**src/rtl/plot_arb_pkg.sv**
```systemverilog
// Shared constants and state encoding for the framebuffer write-port arbiter.
package plot_arb_pkg;

  localparam int X_W       = 8;
  localparam int Y_W       = 7;
  localparam int C_W       = 3;
  localparam int OWN_W     = 3;
  localparam int MAX_REQ   = 8;
  localparam int X_MAX_DEF = 159;
  localparam int Y_MAX_DEF = 119;

  typedef enum logic [1:0] {
    IDLE  = 2'd0,
    BURST = 2'd1,
    CLEAR = 2'd2
  } arb_state_t;

endpackage

```
**src/rtl/plot_rr_select.sv**
```systemverilog
// Combinational round-robin picker: first valid requester after last_owner, with wrap.
module plot_rr_select
  import plot_arb_pkg::*;
#(
  parameter int NUM_REQ = 4
) (
  input  logic [NUM_REQ-1:0] req_valid,
  input  logic [OWN_W-1:0]   last_owner,
  output logic [OWN_W-1:0]   grant,
  output logic               any
);

  logic [MAX_REQ-1:0] valid_pad;
  logic [OWN_W-1:0]   cand [NUM_REQ];

  assign valid_pad = MAX_REQ'(req_valid);

  // cand[k] is the k-th index searched, starting just after last_owner
  for (genvar gi = 0; gi < NUM_REQ; gi++) begin : g_cand
    logic [OWN_W:0] sum;
    assign sum      = {1'b0, last_owner} + (OWN_W+1)'(gi + 1);
    assign cand[gi] = (sum >= (OWN_W+1)'(NUM_REQ)) ? OWN_W'(sum - (OWN_W+1)'(NUM_REQ))
                                                   : sum[OWN_W-1:0];
  end

  always_comb begin
    grant = '0;
    any   = 1'b0;
    for (int k = NUM_REQ - 1; k >= 0; k--) begin
      if (valid_pad[cand[k]]) begin
        grant = cand[k];
        any   = 1'b1;
      end
    end
  end

endmodule

```
**src/rtl/plot_arbiter.sv**
```systemverilog
// Shares the VGA framebuffer write port among burst requesters (round-robin, locked
// per burst) and a built-in full-screen clear sweeper; one cycle of output latency.
module plot_arbiter
  import plot_arb_pkg::*;
#(
  parameter int NUM_REQ = 4,
  parameter int X_MAX   = X_MAX_DEF,
  parameter int Y_MAX   = Y_MAX_DEF,
  parameter int TIMEOUT = 255
) (
  input  logic                   clk,
  input  logic                   reset_n,
  input  logic [NUM_REQ-1:0]     req_valid,
  input  logic [NUM_REQ*X_W-1:0] req_x,
  input  logic [NUM_REQ*Y_W-1:0] req_y,
  input  logic [NUM_REQ*C_W-1:0] req_color,
  input  logic [NUM_REQ-1:0]     req_last,
  output logic [NUM_REQ-1:0]     req_ready,
  input  logic                   clear_start,
  input  logic [C_W-1:0]         clear_color,
  output logic                   clear_busy,
  output logic                   plot,
  output logic [X_W-1:0]         plot_x,
  output logic [Y_W-1:0]         plot_y,
  output logic [C_W-1:0]         color,
  output logic [OWN_W-1:0]       owner
);

  arb_state_t       state_reg, state_next;
  logic [OWN_W-1:0] owner_reg, owner_next, last_owner_reg, last_owner_next;
  logic             pending_reg, pending_next, clear_busy_reg, clear_busy_next;
  logic [C_W-1:0]   clear_color_reg, clear_color_next;
  logic [7:0]       stall_reg, stall_next;
  logic [X_W-1:0]   cx_reg, cx_next, plot_x_reg, plot_x_next;
  logic [Y_W-1:0]   cy_reg, cy_next, plot_y_reg, plot_y_next;
  logic [C_W-1:0]   color_reg, color_next;
  logic             plot_reg, plot_next;

  // Unpack requester buses into fixed 8-entry arrays so the owner index needs no width games
  logic [X_W-1:0]     x_arr [MAX_REQ];
  logic [Y_W-1:0]     y_arr [MAX_REQ];
  logic [C_W-1:0]     c_arr [MAX_REQ];
  logic [MAX_REQ-1:0] valid_pad, last_pad;

  for (genvar gi = 0; gi < MAX_REQ; gi++) begin : g_unpack
    if (gi < NUM_REQ) begin : g_real
      assign x_arr[gi]     = req_x[X_W*gi +: X_W];
      assign y_arr[gi]     = req_y[Y_W*gi +: Y_W];
      assign c_arr[gi]     = req_color[C_W*gi +: C_W];
      assign valid_pad[gi] = req_valid[gi];
      assign last_pad[gi]  = req_last[gi];
    end else begin : g_pad
      assign x_arr[gi]     = '0;
      assign y_arr[gi]     = '0;
      assign c_arr[gi]     = '0;
      assign valid_pad[gi] = 1'b0;
      assign last_pad[gi]  = 1'b0;
    end
  end

  for (genvar gi = 0; gi < NUM_REQ; gi++) begin : g_ready
    assign req_ready[gi] = (state_reg == BURST) && (owner_reg == OWN_W'(gi));
  end

  logic [OWN_W-1:0] rr_grant;
  logic             rr_any;

  plot_rr_select #(.NUM_REQ(NUM_REQ)) u_rr (
    .req_valid  (req_valid),
    .last_owner (last_owner_reg),
    .grant      (rr_grant),
    .any        (rr_any)
  );

  logic xfer, in_range;
  assign xfer     = (state_reg == BURST) && valid_pad[owner_reg];
  assign in_range = (x_arr[owner_reg] <= X_W'(X_MAX)) && (y_arr[owner_reg] <= Y_W'(Y_MAX));

  always_comb begin
    state_next       = state_reg;
    owner_next       = owner_reg;
    last_owner_next  = last_owner_reg;
    pending_next     = pending_reg;
    clear_color_next = clear_color_reg;
    stall_next       = stall_reg;
    cx_next          = cx_reg;
    cy_next          = cy_reg;
    plot_next        = 1'b0;
    plot_x_next      = plot_x_reg;
    plot_y_next      = plot_y_reg;
    color_next       = color_reg;
    case (state_reg)
      IDLE: begin
        if (clear_start || pending_reg) begin
          state_next   = CLEAR;
          pending_next = 1'b1;
          cx_next      = '0;
          cy_next      = '0;
          if (clear_start) clear_color_next = clear_color;
        end else if (rr_any) begin
          state_next = BURST;
          owner_next = rr_grant;
          stall_next = '0;
        end
      end
      BURST: begin
        // A clear request waits for the burst to finish
        if (clear_start) begin
          pending_next     = 1'b1;
          clear_color_next = clear_color;
        end
        if (xfer) begin
          stall_next = '0;
          if (in_range) begin
            plot_next   = 1'b1;
            plot_x_next = x_arr[owner_reg];
            plot_y_next = y_arr[owner_reg];
            color_next  = c_arr[owner_reg];
          end
          if (last_pad[owner_reg]) begin
            state_next      = IDLE;
            last_owner_next = owner_reg;
          end
        end else begin
          stall_next = stall_reg + 8'd1;
          if (stall_reg + 8'd1 == 8'(TIMEOUT)) begin
            state_next      = IDLE;
            last_owner_next = owner_reg;
          end
        end
      end
      CLEAR: begin
        plot_next   = 1'b1;
        plot_x_next = cx_reg;
        plot_y_next = cy_reg;
        color_next  = clear_color_reg;
        if (cx_reg == X_W'(X_MAX)) begin
          cx_next = '0;
          if (cy_reg == Y_W'(Y_MAX)) begin
            state_next   = IDLE;
            pending_next = 1'b0;
          end else begin
            cy_next = cy_reg + 1'b1;
          end
        end else begin
          cx_next = cx_reg + 1'b1;
        end
      end
      default: state_next = IDLE;
    endcase
    clear_busy_next = pending_next || (state_next == CLEAR);
  end

  always_ff @(posedge clk or negedge reset_n) begin
    if (!reset_n) begin
      state_reg       <= IDLE;
      owner_reg       <= '0;
      last_owner_reg  <= OWN_W'(NUM_REQ - 1);
      pending_reg     <= 1'b0;
      clear_busy_reg  <= 1'b0;
      clear_color_reg <= '0;
      stall_reg       <= '0;
      cx_reg          <= '0;
      cy_reg          <= '0;
      plot_reg        <= 1'b0;
      plot_x_reg      <= '0;
      plot_y_reg      <= '0;
      color_reg       <= '0;
    end else begin
      state_reg       <= state_next;
      owner_reg       <= owner_next;
      last_owner_reg  <= last_owner_next;
      pending_reg     <= pending_next;
      clear_busy_reg  <= clear_busy_next;
      clear_color_reg <= clear_color_next;
      stall_reg       <= stall_next;
      cx_reg          <= cx_next;
      cy_reg          <= cy_next;
      plot_reg        <= plot_next;
      plot_x_reg      <= plot_x_next;
      plot_y_reg      <= plot_y_next;
      color_reg       <= color_next;
    end
  end

  assign plot       = plot_reg;
  assign plot_x     = plot_x_reg;
  assign plot_y     = plot_y_reg;
  assign color      = color_reg;
  assign owner      = owner_reg;
  assign clear_busy = clear_busy_reg;

endmodule

```
**config.mk**
```make
export PLATFORM = sky130hd
export DESIGN_NAME = plot_arbiter
export DESIGN_NICKNAME = d
export VERILOG_FILES = /design/src/rtl/plot_arb_pkg.sv /design/src/rtl/plot_rr_select.sv /design/src/rtl/plot_arbiter.sv
export SDC_FILE = /design/constraint.sdc
export NUM_CORES = 1
export LEC_CHECK = 0
export ABC_CLOCK_PERIOD_IN_PS = 2250
export CAP_MARGIN = 40
export CORE_MARGIN = 4
export CORE_UTILIZATION = 43
export DETAILED_ROUTE_END_ITERATION = 7
export PLACE_DENSITY_LB_ADDON = 0.15
export SETUP_SLACK_MARGIN = 0.02
export SKIP_CTS_REPAIR_TIMING = 1
export SYNTH_ARGS = -nofsm -noshare
export SYNTH_HDL_FRONTEND = slang
export SYNTH_HIERARCHICAL = 1
export SYNTH_SLANG_ARGS = --single-unit
```
**constraint.sdc**
```tcl
create_clock -name clk -period 2.25 [get_ports clk]
set_input_delay 0.5625 -clock clk [delete_from_list [all_inputs] [get_ports clk]]
set_output_delay 0.5625 -clock clk [all_outputs]
set_load 0.02 [all_outputs]
```
# --- Yosys cells after proc, flatten, opt, wreduce, memory -nomap -nowiden ---
# Index checks and enable logic that the tools add are counted.
# W data, S select, Z words.
word_totals:
  register_bits: 55
  latchBits: 0
  ram_bits: 0
  rom_bits: 0
  in_bits: 86
  out_inout_bits: 27
  word_cells: 151
  mem_count: 0
classes:
  add_sub_neg: 11
  multipliers: 0
  div_mod_pow: 0
  magnitude_cmp: 12
  n_eq_ne: 17
  shift: 0
  n_mux: 75
  bitwise_logic: 2
  n_reduce_logical: 21
op_table:
  columns: ["op", "n"]
  rows:
  - ["$mux W8", 9]
  - ["$mux W3", 17]
  - ["$mux W7", 7]
  - ["$pmux W8 S2", 3]
  - ["$pmux W7 S2", 2]
  - ["$bmux W8 S3", 1]
  - ["$bmux W7 S3", 1]
  - ["$lt A3 B4 Y1 const B", 5]
  - ["$bmux W1 S3", 6]
  - ["$add A8 B1 Y8 const B", 2]
  - ["$eq A8 B8 Y1 const B", 2]
  - ["$ge A4 B3 Y1 const B", 4]
  - ["$mux W1", 16]
  - ["$mux W2", 7]
  - ["$ne A2 B2 Y1 const B", 7]
  - ["$pmux W3 S2", 2]
  - ["$reduce_and A3 Y1", 4]
  - ["$sub A3 B3 Y3 const B", 4]
  - ["$bmux W3 S3", 1]
  - ["$add A3 B2 Y4 const B", 2]
  - ["$le A8 B8 Y1 const B", 1]
  - ["$reduce_bool A2 Y1", 4]
  - ["$add A7 B1 Y7 const B", 1]
  - ["$eq A7 B7 Y1 const B", 1]
  - ["20 further kinds", 29]

# --- Depth between registers and ports, before layout ---
# Gate-level depths: netlist of the first run.
depth:
  word_depth: 14
  ltp_mapped: 13
  mapped_depth_nobuf: 12

# --- Hierarchy ---
# The synthesis of the first run kept the hierarchy.
modules_own_cells:
  columns: ["module", "instances", "cells_per_inst", "area_each_um2", "seq_area_each_um2"]
  rows:
  - ["plot_arbiter", 1, 315, 3430.8, 1378.8]
  - ["plot_rr_select", 1, 42, 286.5, 0.0]

# --- Worst setup path after synthesis of the first run ---
# Ideal clock, no wire load.
synth_timing:
  path_kind: "reg-to-reg"
  startpoint: "register last_owner_reg[0]"
  endpoint: "register clear_busy_reg, in the netlist clear_busy"
  setup_time_ns: 0.064
  arrival_ns: 2.306
  required_ns: 2.186
  setup_slack_ns: -0.119
  stages_incl_launch_ff: 14
  n_path_buf: 1
  synth_period_minus_slack_ns: 2.369
  path_cell_list: "dfstp_2 buf_6 inv_1 ha_1 nand3b_1 a32oi_1 nand2_1 o21ai_0 nand2_1 and3_1 o21ai_0 nor3b_1 a21oi_1 a21o_1"
synth_between:
  elab_chain_len: 14
  word_cells_on_any_way: 33
  cone_classes: "8 x add/sub; 4 x order compare; 1 x eq/ne; 19 x mux; 1 x reduce/logical"
synth_rtl:
  columns: ["item", "line", "source"]
  rows:
  - ["start, declared", "plot_arbiter.sv:30", "logic [OWN_W-1:0] owner_reg, owner_next, last_owner_reg, last_owner_next;"]
  - ["start signal, assigned", "plot_arbiter.sv:158", "last_owner_reg <= OWN_W'(NUM_REQ - 1);"]
  - ["start signal, assigned", "plot_arbiter.sv:172", "last_owner_reg <= last_owner_next;"]
  - ["$add A3 B3 Y4", "plot_rr_select.sv:21", "assign sum = {1'b0, last_owner} + (OWN_W+1)'(gi + 1);"]
  - ["$ge A4 B3 Y1 or $sub A3 B3 Y3 (tied branches)", "plot_rr_select.sv:22", "assign cand[gi] = (sum >= (OWN_W+1)'(NUM_REQ)) ? OWN_W'(sum - (OWN_W+1)'(NUM_REQ))"]
  - ["$mux W3", "plot_rr_select.sv:22", null]
  - ["$bmux W1 S3", "plot_rr_select.sv:30", "if (valid_pad[cand[k]]) begin"]
  - ["$mux W1 (implied by the code)", "plot_rr_select.sv:30", null]
  - ["$mux W1 (3 in a row)", "plot_rr_select.sv:30", null]
  - ["$mux W1 *", "plot_rr_select.sv:30", null]
  - ["named net rr_any", "plot_arbiter.sv:66", "logic rr_any;"]
  - ["$mux W2 *", "plot_arbiter.sv:100", "end else if (rr_any) begin"]
  - ["$mux W2 *", "plot_arbiter.sv:94", "if (clear_start || pending_reg) begin"]
  - ["$pmux W2 S3 *", "plot_arbiter.sv:92", "case (state_reg)"]
  - ["$eq A2 B2 Y1 *", "plot_arbiter.sv:151", "clear_busy_next = pending_next || (state_next == CLEAR);"]
  - ["$logic_or A1 B1 Y1 *", "plot_arbiter.sv:151", null]
  - ["named net clear_busy_next", "plot_arbiter.sv:31", "logic pending_reg, pending_next, clear_busy_reg, clear_busy_next;"]
  - ["end signal, assigned", "plot_arbiter.sv:174", "clear_busy_reg <= clear_busy_next;"]
  - ["end, declared", "plot_arbiter.sv:31", null]
# The timed path passes the listed nets; every way through them passes the cells marked *. The select of a mux whose other input is x is not followed.
# A chain may end at the register's enable or synchronous reset.

# --- Worst setup path after layout of the first run ---
layout_timing:
  startpoint: "register last_owner_reg[0]"
  endpoint: "register owner_reg[0], in the netlist owner[0]"
layout_between:
  elab_chain_len: 10
  word_cells_on_any_way: 33
  cone_classes: "8 x add/sub; 4 x order compare; 20 x mux; 1 x reduce/logical"
layout_rtl:
  columns: ["item", "line", "source"]
  rows:
  - ["$add A3 B3 Y4", "plot_rr_select.sv:21", null]
  - ["$ge A4 B3 Y1 or $sub A3 B3 Y3 (tied branches)", "plot_rr_select.sv:22", null]
  - ["$mux W3", "plot_rr_select.sv:22", null]
  - ["$bmux W1 S3", "plot_rr_select.sv:30", null]
  - ["$mux W1 (implied by the code)", "plot_rr_select.sv:30", null]
  - ["$mux W1 (3 in a row)", "plot_rr_select.sv:30", null]
  - ["$mux W1 *", "plot_rr_select.sv:30", null]
  - ["named net rr_any", "plot_arbiter.sv:66", null]
  - ["$reduce_and A3 Y1 (no line) *", null, null]
  - ["end signal, assigned", "plot_arbiter.sv:171", "owner_reg <= owner_next;"]
  - ["end, declared", "plot_arbiter.sv:30", null]
# Marked as above.

==> flow_summary.json, run 1 <==
{
  "grt_overflow_total": 0,
  "yosys_warnings": 6,
  "vias": 3361,
  "violations": "setup timing",
  "p_sw_share_pct": 42.4,
  "layout_common_cells": "clkdlybuf4s50_1, dfrtp_1, buf_4",
  "worstHoldPathType": "input port to async pin",
  "synth_top_area_share_pct": 35.7,
  "synth-adder-area-share_pct": 3.37,
  "cts_buffer_depth": 2,
  "synth_compound_area_share_pct": 18.3,
  "ys_top_cells_by_area": "dfrtp_1, mux4_2, mux4_1, nand2_1, a22oi_1",
  "clk_pin_slew_ns": 0.10,
  "synthCells": 357,
  "synth_seq_cells": 55,
  "maxCapViolations": 0,
  "r2r_start": "last_owner_reg[0]",
  "dieHeight_um": 101,
  "first_global_vias": 3190,
  "rows": 33,
  "setup_slack_ns": -0.147,
  "worstSkewPairLatency_ns": 0.31,
  "arrival_ns": 2.59,
  "port_buffers": 112,
  "num-fill-cells": 670,
  "cts_root_buf": "clkbuf_8",
  "synth_edf_count": 0,
  "core_um2": 8300,
  "seqCellArea_um2": 1380,
  "peakVddDrop_mv": 0.566,
  "crit_path_end_kind": "flop",
  "gp_congestion": 0.915,
  "syn_area_um2": 3720,
  "crit_type": "flop to flop",
  "final_core_util_pct": 65.6,
  "drt-wirelength-per-cell_um": 15.6,
  "synth_nets": 453,
  "synth-xor-area-share_pct": 3.30,
  "drtIter0Drc": 105,
  "synth-simple-area-share_pct": 15.1,
  "slew_violations": 0,
  "tightest_slew_ns": 0.560,
  "power.total_w": 0.00585,
  "r2r_cells": 11,
  "htree_levels": 2,
  "antenna_found_initial": 0,
  "start_util_pct": 44.8,
  "skew_ns": 0.00720,
  "switchingPower_w": 0.00248,
  "cp.required_ns": 2.45,
  "synthFlopType": "dfrtp_1",
  "synth-async-reset-ratio_pct": 100,
  "die_area_um2": 10200,
  "pwr-share-seq_pct": 25.3,
  "power.density_nw_per_um2": 1080,
  "max_freq_mhz": 417,
  "cp-start-kind": "flop",
  "syn_area_per_cell_um2": 10.4,
  "setup_violations": 13,
  "synth_top_family_by_area": "compound AO/OA/AOI/OAI gates",
  "grt_setup_unrepaired": "true",
  "ios": 113,
  "leakagePower_nw": 2.29,
  "place_ws_ns": -0.428,
  "dpl.hpwl_mm": 7.40,
  "synthMuxAreaShare_pct": 17.5,
  "ff2ff_setup_slack_ns": -0.15,
  "yosysUniqueCellTypes": 59,
  "fin_crit_ns": 2.40,
  "slew_headroom_pct": 62.6,
  "nets": 608,
  "hold_viol": 0,
  "fin_crit_sh_pct": 107,
  "drive_gt1_share_pct": 25.3,
  "comb_power_share_pct": 65.1,
  "clkSinkCount": 55,
  "internal_power_w": 0.00337,
  "yosysTopAreaCell": "dfrtp_1",
  "grt_max_degree": 56,
  "grt_pass1_wl_mm": 14.9,
  "ys_seq_area_share_pct": 37.1,
  "via_per_inst": 5.44,
  "cts_tree": "done",
  "path_max_fanout": 3,
  "area_growth_pct": 46.3,
  "track_usage_pct": 18.0,
  "status": "finished, violations left",
  "final_common_cell": "clkdlybuf4s50_1",
  "wl_mm": 9.61,
  "cts_buffers": 5,
  "pwr-share-clk_pct": 9.6,
  "ant_nets": 0,
  "reg2reg_to": "owner[0]",
  "n_antenna_cell": 0,
  "first_pass_iters": 4,
  "drc": 0,
  "multi_input_area_um2": 2270,
  "die_w_um": 101
}
power groups by stage:
stage	logic, W	clock network [W]	registers, W
2_1_floorplan	0.00211	0	0.00167
3_3_place_gp	0.00351	0	0.00148
3_5_place_dp	0.00356	0	0.00149
4_1_cts	0.00358	0.000584	0.00147
5_1_grt	0.00416	0.000617	0.00152
6_report	0.00381	0.000563	0.00148
cells in the mapped netlist, drive strengths merged (2+ instances only):
| cell | n |
|---|---|
| mux4 | 19 |
| a21o | 2 |
| mux2i | 6 |
| dfstp | 2 |
| xnor2 | 3 |
| o211ai | 2 |
| nor2b | 2 |
| dfrtp | 53 |
| nor3 | 3 |
| o21ai | 41 |
| a211oi | 2 |
| and3 | 5 |
| nand3b | 2 |
| o22ai | 3 |
| nand2b | 3 |
| nand2 | 45 |
| a22oi | 19 |
| xor2 | 11 |
| inv | 15 |
| clkbuf | 3 |
| nand3 | 10 |
| a21oi | 12 |
| nor2 | 28 |
| a21bo | 2 |
| mux2 | 10 |
| or3b | 2 |
| nor3b | 2 |
| nand4 | 5 |
| and2 | 4 |
| a22o | 3 |
| ha | 10 |
| buf | 12 |
| nand4b | 2 |
| o31ai | 2 |
| and2b | 2 |
area by class of cell:
class	instances	area share [%]
Clock buffer	5	1.26
Clock inverter	3	0.437
Inverter	15	1.03
Multi-Input combinational cell	273	41.8
Sequential cell	55	25.3
Tap cell	105	2.41
Timing Repair Buffer	162	27.7
critical path, stage by stage, from the launching register on:
cell and delay [ns]:
dfstp_2 0.57, inv_2 0.06, ha_4 0.15, nand3b_1 0.19
a32oi_2 0.22, nand2_1 0.10, o21ai_1 0.18, nand2_1 0.12
and3_4 0.18, buf_6 0.12, buf_6 0.11, mux2_4 0.30
per-layer routing:
layer | track usage (%) | up-vias | share of wire (%)
met1 | 24.6 | 1617 | 43
met2 | 30.2 | 105 | 49
met4 | 3.68 | 0 | 0.78
met3 | 3.04 | 5 | 7.4
li1 | - | 1634 | -
met5 | 0 | - | 0
kinds of logic after synthesis:
kind of cell / count (synthesis)
other: 1
muxes: 35
buffers and inverters: 30
xor gates and xnor gates: 14
and+or+nand+nor: 117
DFF: 55
adders and majority gates: 10
AOI/OAI and AO/OA: 95
worst max-delay path by stage:
| stage | startpoint | end | slack, ns | cells past startpoint |
|---|---|---|---|---|
| floorplan | last_owner_reg[0] | clear_busy | 0.007 | 12 |
| finish | last_owner_reg[0] | owner[0] | -0.15 | 11 |
| global placement | req_valid[2] | plot_y[2] | -0.37 | 6 |
| global route | last_owner_reg[0] | owner[0] | -0.24 | 11 |
| detailed placement | req_x[15] | plot_y[0] | -0.43 | 6 |
| CTS | state_reg[1] | req_ready[2] | -0.42 | 5 |
metrics by stage:
stage          hold WS (ns)  TNS, ns  area [µm²]  instances
3_3_place_gp          0.462    -9.81        5200        606
5_1_grt               0.247    -2.69        5440        618
3_5_place_dp          0.466   -11.03        5200        606
6_report              0.225    -1.00        5440        618
4_1_cts               0.236    -2.94        5300        614
2_1_floorplan         0.267        0        3730        357
Power figures use the tool's default switching activity.
==> inputs of run 2 (changes only) <==
SLEW_MARGIN = 20   (was not set)
==> flow_summary.json, run 2 (synthesized netlist as in run 1, its figures left out) <==
{
  "dieHeight_um": 101,
  "cp-start-kind": "flop",
  "arrival_ns": 2.59,
  "r2r_start": "last_owner_reg[0]",
  "dp.cells": 606,
  "core_um2": 8300,
  "grt_pass1_wl_mm": 14.9,
  "critPathLaunch": "last_owner_reg[0]",
  "ff2ff_setup_slack_ns": -0.14,
  "htree_levels": 2,
  "grt_overflow_total": 0,
  "n_antenna_cell": 0,
  "vias": 3320,
  "wl_mm": 9.44,
  "first_global_vias": 3190,
  "nets": 608,
  "slew_violations": 0,
  "cp.required_ns": 2.45,
  "cts_root_buf": "clkbuf_8",
  "power.density_nw_per_um2": 1080,
  "fin_crit_ns": 2.39,
  "worstHoldPathType": "input port to async pin",
  "ant_nets": 0,
  "die_w_um": 101,
  "max_freq_mhz": 418,
  "via_per_inst": 5.37,
  "crit_path_end_kind": "flop",
  "stdcell_count": 618,
  "cts_tree": "done",
  "antenna_found_initial": 0,
  "met2_length_mm": 4.66,
  "cts_buffers": 5,
  "setup_violations": 13,
  "grt_max_degree": 56,
  "cts_buffer_depth": 2,
  "area_growth_pct": 46.4,
  "first_pass_iters": 4,
  "power.total_w": 0.00589,
  "maxCapViolations": 0,
  "rows": 33,
  "drive_gt1_share_pct": 25.5,
  "gp_congestion": 0.915,
  "status": "finished, violations left",
  "drc": 0,
  "layout_common_cells": "clkdlybuf4s50_1, dfrtp_1, buf_4",
  "final_common_cell": "clkdlybuf4s50_1",
  "hold_viol": 0,
  "ios": 113,
  "clkSinkCount": 55,
  "drt-wirelength-per-cell_um": 15.3,
  "die_area_um2": 10200,
  "grt_setup_unrepaired": "true",
  "route.met3.wl_um": 649,
  "track_usage_pct": 18.0,
  "setup_slack_ns": -0.143,
  "clk_pin_slew_ns": 0.10,
  "skew_ns": 0.00600,
  "crit_type": "flop to flop",
  "dpl.hpwl_mm": 7.40,
  "num-fill-cells": 675,
  "start_util_pct": 44.8,
  "port_buffers": 112,
  "top_layer": "met4",
  "drtIter0Drc": 75,
  "wl_met1_mm": 4.05,
  "violations": "setup timing",
  "fin_crit_sh_pct": 106,
  "peakVddDrop_mv": 0.569,
  "leakagePower_nw": 2.29,
  "worstSkewPairLatency_ns": 0.31,
  "r2r_cells": 11,
  "reg2reg_to": "owner[0]",
  "path_max_fanout": 3
}
[run 2: cell types whose count changed in the layout (fill, tap and decap cells not counted), sizes merged]
cell,change
a21oi,-1
buf,+1
[run 2: cell type report]
type	instances	area (µm²)	area share [%]
inverter	15	56.3	1.03
sequential	55	1380	25.3
timing repair buffer	163	1530	28.2
tap	105	131	2.41
multi-input combinational	272	2250	41.3
clock buffer	5	68.8	1.26
clock inverter	3	23.8	0.437
[run 2: worst max-delay path, cell delays in order, from the launching register on]
cell,delay (ns)
dfstp_2,0.57
inv_2,0.06
ha_4,0.15
nand3b_1,0.19
a32oi_2,0.22
nand2_1,0.10
o21ai_1,0.18
nand2_1,0.11
and3_4,0.18
buf_6,0.12
buf_6,0.11
mux2_4,0.29
[run 2: metrics by stage]
step	utilization, %	setup slack, ns	TNS (ns)	hold WS, ns	area, µm²
2_1_floorplan	-	0.00651	0	0.267	3730
3_3_place_gp	62.7	-0.373	-9.81	0.462	5200
3_5_place_dp	62.7	-0.428	-11.03	0.466	5200
4_1_cts	63.8	-0.424	-2.94	0.236	5300
5_1_grt	65.6	-0.245	-2.68	0.247	5440
6_report	65.6	-0.143	-1.00	0.227	5440
[run 2: worst max-delay path by stage]
stage | depth (start not counted) | end | slack, ns
6_report | 11 | owner[0] | -0.14
5_1_grt | 11 | owner[0] | -0.24
4_1_cts | 5 | req_ready[2] | -0.42
3_5_place_dp | 6 | plot_y[0] | -0.43
3_3_place_gp | 6 | plot_y[2] | -0.37
2_1_floorplan | 12 | clear_busy | 0.007
[run 2: power by group]
group	switching [W]	internal (W)
registers	0.000204	0.00127
clock network	0.000338	0.000225
logic	0.00192	0.00193
total	0.00246	0.00343
[run 2: routing by layer]
layer | vias to the layer above | global-route usage [%]
li1 | 1627 | -
met1 | 1591 | 24.6
met2 | 95 | 30.2
met3 | 7 | 3.04
met4 | 0 | 3.68
met5 | - | 0
